===== src/rtl/i2c_target.sv =====
// I2C/SCCB target: decodes START/STOP, matches a 7-bit address and serves a 256 x 8
// register file with auto-incrementing pointer; SDA is driven open-drain via sda_oe_o.
module i2c_target #(
  parameter logic [6:0] DEV_ADDR  = 7'h21,
  parameter logic [7:0] RESET_VAL = 8'h00
) (
  input  logic       clk_i,
  input  logic       reset_ni,
  input  logic       scl_i,
  input  logic       sda_i,
  output logic       sda_oe_o,
  output logic       wr_valid_o,
  output logic [7:0] wr_addr_o,
  output logic [7:0] wr_data_o,
  output logic       busy_o,
  output logic [3:0] state_o
);

  // wr_valid_o is a one-cycle strobe with no back-pressure (no ready); wr_addr_o and
  // wr_data_o become valid with it and stay stable until the next strobe.

  typedef enum logic [3:0] {
    S_IDLE    = 4'd0,
    S_DEV     = 4'd1,
    S_DEV_ACK = 4'd2,
    S_REG     = 4'd3,
    S_REG_ACK = 4'd4,
    S_WR      = 4'd5,
    S_WR_ACK  = 4'd6,
    S_RD      = 4'd7,
    S_MACK    = 4'd8,
    S_IGNORE  = 4'd9
  } state_t;

  state_t     state_q, state_d;
  logic       scl_s1, scl_s2, scl_q;
  logic       sda_s1, sda_s2, sda_q;
  logic       scl_rise, scl_fall, start_det, stop_det;
  logic [2:0] bit_cnt_q, bit_cnt_d;
  logic [7:0] shreg_q, shreg_d;
  logic [7:0] ptr_q, ptr_d;
  logic [7:0] in_byte, rd_byte;
  logic       byte_done, oe_d, commit;
  logic [7:0] regs [256];

  // Bus idles high, so the synchronisers reset to 1 to avoid phantom edges.
  always_ff @(posedge clk_i or negedge reset_ni) begin
    if (!reset_ni) begin
      {scl_s1, scl_s2, scl_q} <= 3'b111;
      {sda_s1, sda_s2, sda_q} <= 3'b111;
    end else begin
      scl_s1 <= scl_i;
      scl_s2 <= scl_s1;
      scl_q  <= scl_s2;
      sda_s1 <= sda_i;
      sda_s2 <= sda_s1;
      sda_q  <= sda_s2;
    end
  end

  assign scl_rise  = scl_s2 & ~scl_q;
  assign scl_fall  = ~scl_s2 & scl_q;
  assign start_det = scl_s2 & scl_q & sda_q & ~sda_s2;
  assign stop_det  = scl_s2 & scl_q & ~sda_q & sda_s2;
  assign in_byte   = {shreg_q[6:0], sda_s2};
  assign byte_done = scl_rise && (bit_cnt_q == 3'd7);
  assign rd_byte   = regs[ptr_q];

  always_ff @(posedge clk_i or negedge reset_ni) begin
    if (!reset_ni) state_q <= S_IDLE;
    else           state_q <= state_d;
  end

  // In the ACK states sda_oe_o doubles as the phase flag: the first SCL fall starts
  // the ACK drive, the second one ends it.
  always_comb begin
    state_d = state_q;
    if (start_det) state_d = S_DEV;
    else if (stop_det) state_d = S_IDLE;
    else begin
      case (state_q)
        S_DEV:     if (byte_done) state_d = (in_byte[7:1] == DEV_ADDR) ? S_DEV_ACK : S_IGNORE;
        S_DEV_ACK: if (scl_fall && sda_oe_o) state_d = shreg_q[0] ? S_RD : S_REG;
        S_REG:     if (byte_done) state_d = S_REG_ACK;
        S_REG_ACK: if (scl_fall && sda_oe_o) state_d = S_WR;
        S_WR:      if (byte_done) state_d = S_WR_ACK;
        S_WR_ACK:  if (scl_fall && sda_oe_o) state_d = S_WR;
        S_RD:      if (scl_fall && (bit_cnt_q == 3'd7)) state_d = S_MACK;
        S_MACK: begin
          if (scl_rise && sda_s2) state_d = S_IGNORE;
          else if (scl_fall && (bit_cnt_q == 3'd1)) state_d = S_RD;
        end
        default: state_d = state_q;
      endcase
    end
  end

  // In MACK, bit_cnt = 1 records a master ACK so the next SCL fall starts a new byte.
  always_comb begin
    oe_d      = sda_oe_o;
    bit_cnt_d = bit_cnt_q;
    shreg_d   = shreg_q;
    ptr_d     = ptr_q;
    commit    = 1'b0;
    if (start_det) begin
      oe_d      = 1'b0;
      bit_cnt_d = 3'd0;
    end else if (stop_det) begin
      oe_d = 1'b0;
    end else begin
      case (state_q)
        S_DEV, S_REG, S_WR: begin
          if (scl_rise) begin
            shreg_d   = in_byte;
            bit_cnt_d = bit_cnt_q + 3'd1;
            if (bit_cnt_q == 3'd7) begin
              if (state_q == S_REG) ptr_d = in_byte;
              if (state_q == S_WR) begin
                commit = 1'b1;
                ptr_d  = ptr_q + 8'd1;
              end
            end
          end
        end
        S_DEV_ACK, S_REG_ACK, S_WR_ACK: begin
          if (scl_fall) begin
            if (!sda_oe_o) oe_d = 1'b1;
            else if ((state_q == S_DEV_ACK) && shreg_q[0]) begin
              oe_d      = ~rd_byte[7];
              shreg_d   = {rd_byte[6:0], 1'b0};
              bit_cnt_d = 3'd0;
            end else oe_d = 1'b0;
          end
        end
        S_RD: begin
          if (scl_fall) begin
            if (bit_cnt_q == 3'd7) begin
              oe_d      = 1'b0;
              bit_cnt_d = 3'd0;
            end else begin
              oe_d      = ~shreg_q[7];
              shreg_d   = {shreg_q[6:0], 1'b0};
              bit_cnt_d = bit_cnt_q + 3'd1;
            end
          end
        end
        S_MACK: begin
          if (scl_rise && !sda_s2) begin
            ptr_d     = ptr_q + 8'd1;
            bit_cnt_d = 3'd1;
          end else if (scl_fall && (bit_cnt_q == 3'd1)) begin
            oe_d      = ~rd_byte[7];
            shreg_d   = {rd_byte[6:0], 1'b0};
            bit_cnt_d = 3'd0;
          end
        end
        default: oe_d = 1'b0;
      endcase
    end
  end

  always_ff @(posedge clk_i or negedge reset_ni) begin
    if (!reset_ni) begin
      sda_oe_o   <= 1'b0;
      bit_cnt_q  <= 3'd0;
      shreg_q    <= 8'h00;
      ptr_q      <= 8'h00;
      wr_valid_o <= 1'b0;
      wr_addr_o  <= 8'h00;
      wr_data_o  <= 8'h00;
    end else begin
      sda_oe_o   <= oe_d;
      bit_cnt_q  <= bit_cnt_d;
      shreg_q    <= shreg_d;
      ptr_q      <= ptr_d;
      wr_valid_o <= commit;
      if (commit) begin
        wr_addr_o <= ptr_q;
        wr_data_o <= in_byte;
      end
    end
  end

  always_ff @(posedge clk_i or negedge reset_ni) begin
    if (!reset_ni) begin
      for (int i = 0; i < 256; i++) regs[i] <= RESET_VAL;
    end else if (commit) begin
      regs[ptr_q] <= in_byte;
    end
  end

  assign busy_o  = (state_q != S_IDLE) && (state_q != S_IGNORE);
  assign state_o = state_q;

endmodule


===== config.mk =====
export PLATFORM = sky130hd
export DESIGN_NAME = i2c_target
export DESIGN_NICKNAME = d
export VERILOG_FILES = /design/src/rtl/i2c_target.sv
export SDC_FILE = /design/constraint.sdc
export NUM_CORES = 2
export LEC_CHECK = 0
export BUFFER_PORTS_ARGS = -buffer_cell sky130_fd_sc_hd__buf_4
export CAP_MARGIN = 20
export CORE_AREA = 2 2 495 497
export CTS_BUF_LIST = sky130_fd_sc_hd__clkbuf_4 sky130_fd_sc_hd__clkbuf_8
export CTS_CLUSTER_DIAMETER = 120
export DETAILED_ROUTE_END_ITERATION = 8
export DIE_AREA = 0 0 497 499
export PLACE_DENSITY = 0.57
export REMOVE_ABC_BUFFERS = 1
export SETUP_SLACK_MARGIN = 0.5
export SYNTH_ARGS = -nofsm -noshare
export SYNTH_HDL_FRONTEND = slang
export SYNTH_SLANG_ARGS = --single-unit

===== constraint.sdc =====
create_clock -name clk_i -period 6.6 [get_ports clk_i]
set_input_delay 0.99 -clock clk_i [delete_from_list [all_inputs] [get_ports clk_i]]
set_output_delay 0.99 -clock clk_i [all_outputs]
set_load 0.01 [all_outputs]

==> Flow_metrics.wiki <==
{| class="wikitable"
! Metric !! Value
|-
| Outcome || completed
|-
| Fraction of layout instances using a drive strength above 1 || between 50 and 60%
|-
| Primary flip-flop cell chosen by synthesis mapping || sky130_fd_sc_hd__dfrtp_1
|-
| Leftover overflow at the end of global routing || 0
|-
| Number of distinct standard cells referenced by the synthesized netlist || 78
|-
| Area of the placeable core || between 0.2 and 0.25 mm2
|-
| HPWL after DPL || 187,000 um
|-
| Global-route wire length before repair || about 440,000 um
|-
| Source of the worst register-to-register timing path || state_o[3]
|-
| Proportion of synthesized flip-flops having asynchronous set or reset || between 90% and 100%
|-
| Number of enable flip-flop cells after synthesis || 0
|-
| Crit path time final || roughly 4.7 ns
|-
| TritonCTS clock tree || built
|-
| Min-Delay Path Depth || 0
|-
| Hold violation total from the final report || 0
|-
| Nature of the critical path startpoint || register
|-
| Post-Synthesis Cell Area || a little under 0.1 mm2
|-
| Total number of nets in the final design || ~6,400
|-
| Routed via count divided by cell count || 5.85
|-
| Worst-case clock skew || 0.0690 ns
|-
| Leak pwr || between 50 and 60 nW
|-
| Final period utilization || 70.9%
|-
| Total setup buffers inserted after CTS || 0
|-
| Setup TNS || 0 ns
|-
| WL final || between 200,000 and 300,000 um
|-
| Chip width || around 500 um
|-
| Number of search-and-repair iterations in the first detailed-routing pass || 5
|-
| FMAX || 214 MHz
|-
| Total power of the final layout || ~34 mW
|-
| Pin count of the biggest net entering global routing || around 190
|-
| Worst Hold Endpoint || scl_s2
|-
| R2r endpoint || regs[157]
|-
| Level count of the clock H-tree || 5
|-
| Overall Global Routing Usage || about a quarter
|-
| Iteration-0 DRC count of the detailed router || slightly below 5,000
|-
| Peak supply drop || roughly 440 uV
|-
| Cell Pwr Density || between 300 and 400 mW/mm2
|-
| Y dimension of the die || 499 um
|-
| Register bit count reported by yosys || roughly 2,100
|-
| Critical path peak fanout || 21
|-
| Instance count of the mapped netlist || 6,266
|-
| Pins over their slew limit || 0
|-
| Via count of the routed design || roughly 57,000
|-
| Max capacitance violation total || 0
|-
| I/O pin count || 27
|-
| Cell count of the worst reg-to-reg path || 5
|-
| Detail-routed net length per standard cell || between 30 and 40 um
|-
| Total of buffers placed on input and output ports || 26
|-
| Clk sinks || 2,095
|-
| Starting density of the core || around two fifths
|-
| Worst skew pair latency || between 1 and 1.5 ns
|-
| Number of nets with antenna violations after routing || 0
|-
| Register area share after synthesis || 54.4%
|-
| Worst reg-to-reg setup slack || 1.92 ns
|-
| Hold Path Origin || scl_s1
|-
| Maximum clock insertion buffer count || 4
|-
| DIE AREA || roughly 0.25 mm2
|-
| Slew at the pin closest to its max-slew limit || about 1.3 ns
|-
| Capturing element type of the critical path || register
|-
| CTS root buffer || sky130_fd_sc_hd__clkbuf_8
|-
| Endpoint arrival time on the critical path || around 5.6 ns
|-
| Yosys warnings || 0
|-
| Area growth from synthesis to final layout || 11.9%
|-
| Via count of the first global-routing pass || around 60,000
|-
| Number of failing setup endpoints in the final timing report || 0
|-
| Required time reported for the critical path endpoint || about 7.5 ns
|-
| CTS clock-pin slew for the worst setup and hold paths || about 0.060 ns
|-
| Cts bufs inserted || between 300 and 400
|-
| Class of the most critical hold timing path || reg2reg
|-
| DRC violations left || 0
|-
| Setup repair after global routing missed its margin || no
|-
| Mean Syn Cell Area || 15.4 um2
|-
| Slew headroom || 14.4%
|-
| Antenna violations before repair || 11
|-
| Critical path class || reg2reg
|-
| RD Place Congestion || about 0.86
|-
| Count of standard-cell rows || 181
|}
-- cell type report --
type / instances / area, um2
well taps: 3202 / 4010
inverters: 12 / 47.5
fillers: 21500 / 135000
repair buffers: 185 / 1880
flip-flops and latches: 2095 / 52500
diodes: 10 / 25.0
multi-input cells: 3680 / 41900
clock inverters: 42 / 283
clock buffers: 589 / 7290
-- what timing repair did --
item | in CTS | in global routing
hold buffers | 3 | 0
endpoints found under the hold margin | 88 | 0
gates resized for setup | 0 | 0
setup endpoints to repair | 0 | 0
-- worst max-delay path, stage by stage (launching register included) --
cell and delay, ns:
sky130_fd_sc_hd__dfrtp_1 0.61, sky130_fd_sc_hd__nand2b_1 0.36, sky130_fd_sc_hd__nor4_4 0.89, sky130_fd_sc_hd__nand3_2 1.08, sky130_fd_sc_hd__nor2_1 1.16, sky130_fd_sc_hd__mux2_2 0.43
-- registers in the layout, summed over array words and instances (netlist names) --
register / count
sda_oe_o: 1
wr_addr_o: 8
scl_q: 1
scl_s1: 1
bit_cnt_q: 3
sda_s2: 1
sda_q: 1
state_o: 4
wr_data_o: 8
regs: 2048
wr_valid_o: 1
scl_s2: 1
sda_s1: 1
ptr_q: 8
shreg_q: 8
-- routing by layer --
metal,global-route usage (%),routed length (um)
met1,33.1,131000
met2,37.5,138000
met3,4.27,16200
met4,8.98,12100
met5,0,28
-- Yosys cell counts (20+ instances only) --
| library cell | n | share of area [%] |
|---|---|---|
| sky130_fd_sc_hd__dfrtp_1 | 2089 | 54 |
| sky130_fd_sc_hd__mux2_2 | 2029 | 24 |
| sky130_fd_sc_hd__mux4_2 | 471 | 11 |
| sky130_fd_sc_hd__clkbuf_1 | 313 | 1.2 |
| sky130_fd_sc_hd__mux2i_1 | 156 | 1.6 |
| sky130_fd_sc_hd__nor2_1 | 139 | 0.54 |
| sky130_fd_sc_hd__a22oi_1 | 134 | 1.0 |
| sky130_fd_sc_hd__nand2_1 | 113 | 0.44 |
| sky130_fd_sc_hd__nor2_2 | 109 | 0.71 |
| sky130_fd_sc_hd__buf_2 | 82 | 0.43 |
| sky130_fd_sc_hd__nand3_1 | 66 | 0.34 |
| sky130_fd_sc_hd__a21oi_1 | 60 | 0.31 |
| sky130_fd_sc_hd__nor2_4 | 50 | 0.58 |
| sky130_fd_sc_hd__mux2_1 | 39 | 0.46 |
| sky130_fd_sc_hd__buf_4 | 32 | 0.25 |
| sky130_fd_sc_hd__o21ai_0 | 27 | 0.14 |
| sky130_fd_sc_hd__buf_6 | 26 | 0.30 |
| sky130_fd_sc_hd__buf_1 | 24 | 0.093 |
| sky130_fd_sc_hd__o22ai_1 | 20 | 0.13 |
-- power by group --
group | switching, mW | internal (mW)
clock network | 5.42 | 7.03
logic | 5.81 | 2.27
registers | 0.840 | 12.9
-- per-stage QoR --
step | std cells | cell area [um2] | hold slack (ns) | setup WS, ns | util (%)
2_1_floorplan | 5787 | 94200 | 0.345 | -17.86 | -
3_3_place_gp | 9165 | 100000 | 0.348 | 2.14 | 41.3
3_5_place_dp | 9167 | 100000 | 0.348 | 2.07 | 41.3
4_1_cts | 9801 | 108000 | 0.357 | 1.99 | 44.4
5_1_grt | 9811 | 108000 | 0.362 | 1.82 | 44.5
6_report | 9815 | 108000 | 0.356 | 1.92 | 44.5
-- placed cells by master (no fill, tap or decap), types with 33 or more instances in the layout --
| cell | n |
|---|---|
| sky130_fd_sc_hd__a22oi_1 | 134 |
| sky130_fd_sc_hd__nor2_4 | 50 |
| sky130_fd_sc_hd__clkbuf_4 | 130 |
| sky130_fd_sc_hd__clkinv_2 | 33 |
| sky130_fd_sc_hd__nand3_1 | 62 |
| sky130_fd_sc_hd__a21oi_1 | 60 |
| sky130_fd_sc_hd__mux2_1 | 39 |
| sky130_fd_sc_hd__nor2_1 | 137 |
| sky130_fd_sc_hd__mux2_2 | 2029 |
| sky130_fd_sc_hd__mux4_2 | 471 |
| sky130_fd_sc_hd__clkbuf_8 | 459 |
| sky130_fd_sc_hd__dfrtp_1 | 2075 |
| sky130_fd_sc_hd__nand2_1 | 108 |
| sky130_fd_sc_hd__nor2_2 | 111 |
| sky130_fd_sc_hd__mux2i_1 | 156 |
| sky130_fd_sc_hd__buf_4 | 146 |
-- worst max-delay path by stage --
| stage | start | endpoint | slack (ns) | cells after the start |
|---|---|---|---|---|
| after floorplan | ptr_q[0] | regs[313] | -17.86 | 5 |
| after global placement | state_o[3] | regs[878] | 2.14 | 5 |
| after detailed placement | state_o[3] | regs[154] | 2.07 | 5 |
| after CTS | state_o[3] | regs[159] | 1.99 | 5 |
| after global routing | state_o[3] | regs[1946] | 1.82 | 5 |
| final | state_o[3] | regs[157] | 1.92 | 5 |
-- cells by family (layout without fill, tap and decap cells) --
| family | count (synthesis) | in the layout | synth area share, % |
|---|---|---|---|
| simple gates | 608 | 608 | 3.59 |
| other cells | 0 | 10 | 0 |
| compound gates | 362 | 362 | 2.66 |
| fa+ha+maj | 8 | 8 | 0.101 |
| xor+xnor | 3 | 3 | 0.0273 |
| buf+inv | 491 | 828 | 2.37 |
| flops | 2095 | 2095 | 54.4 |
| mux | 2699 | 2699 | 36.9 |
Note: power is estimated with default switching activity, not from simulation.
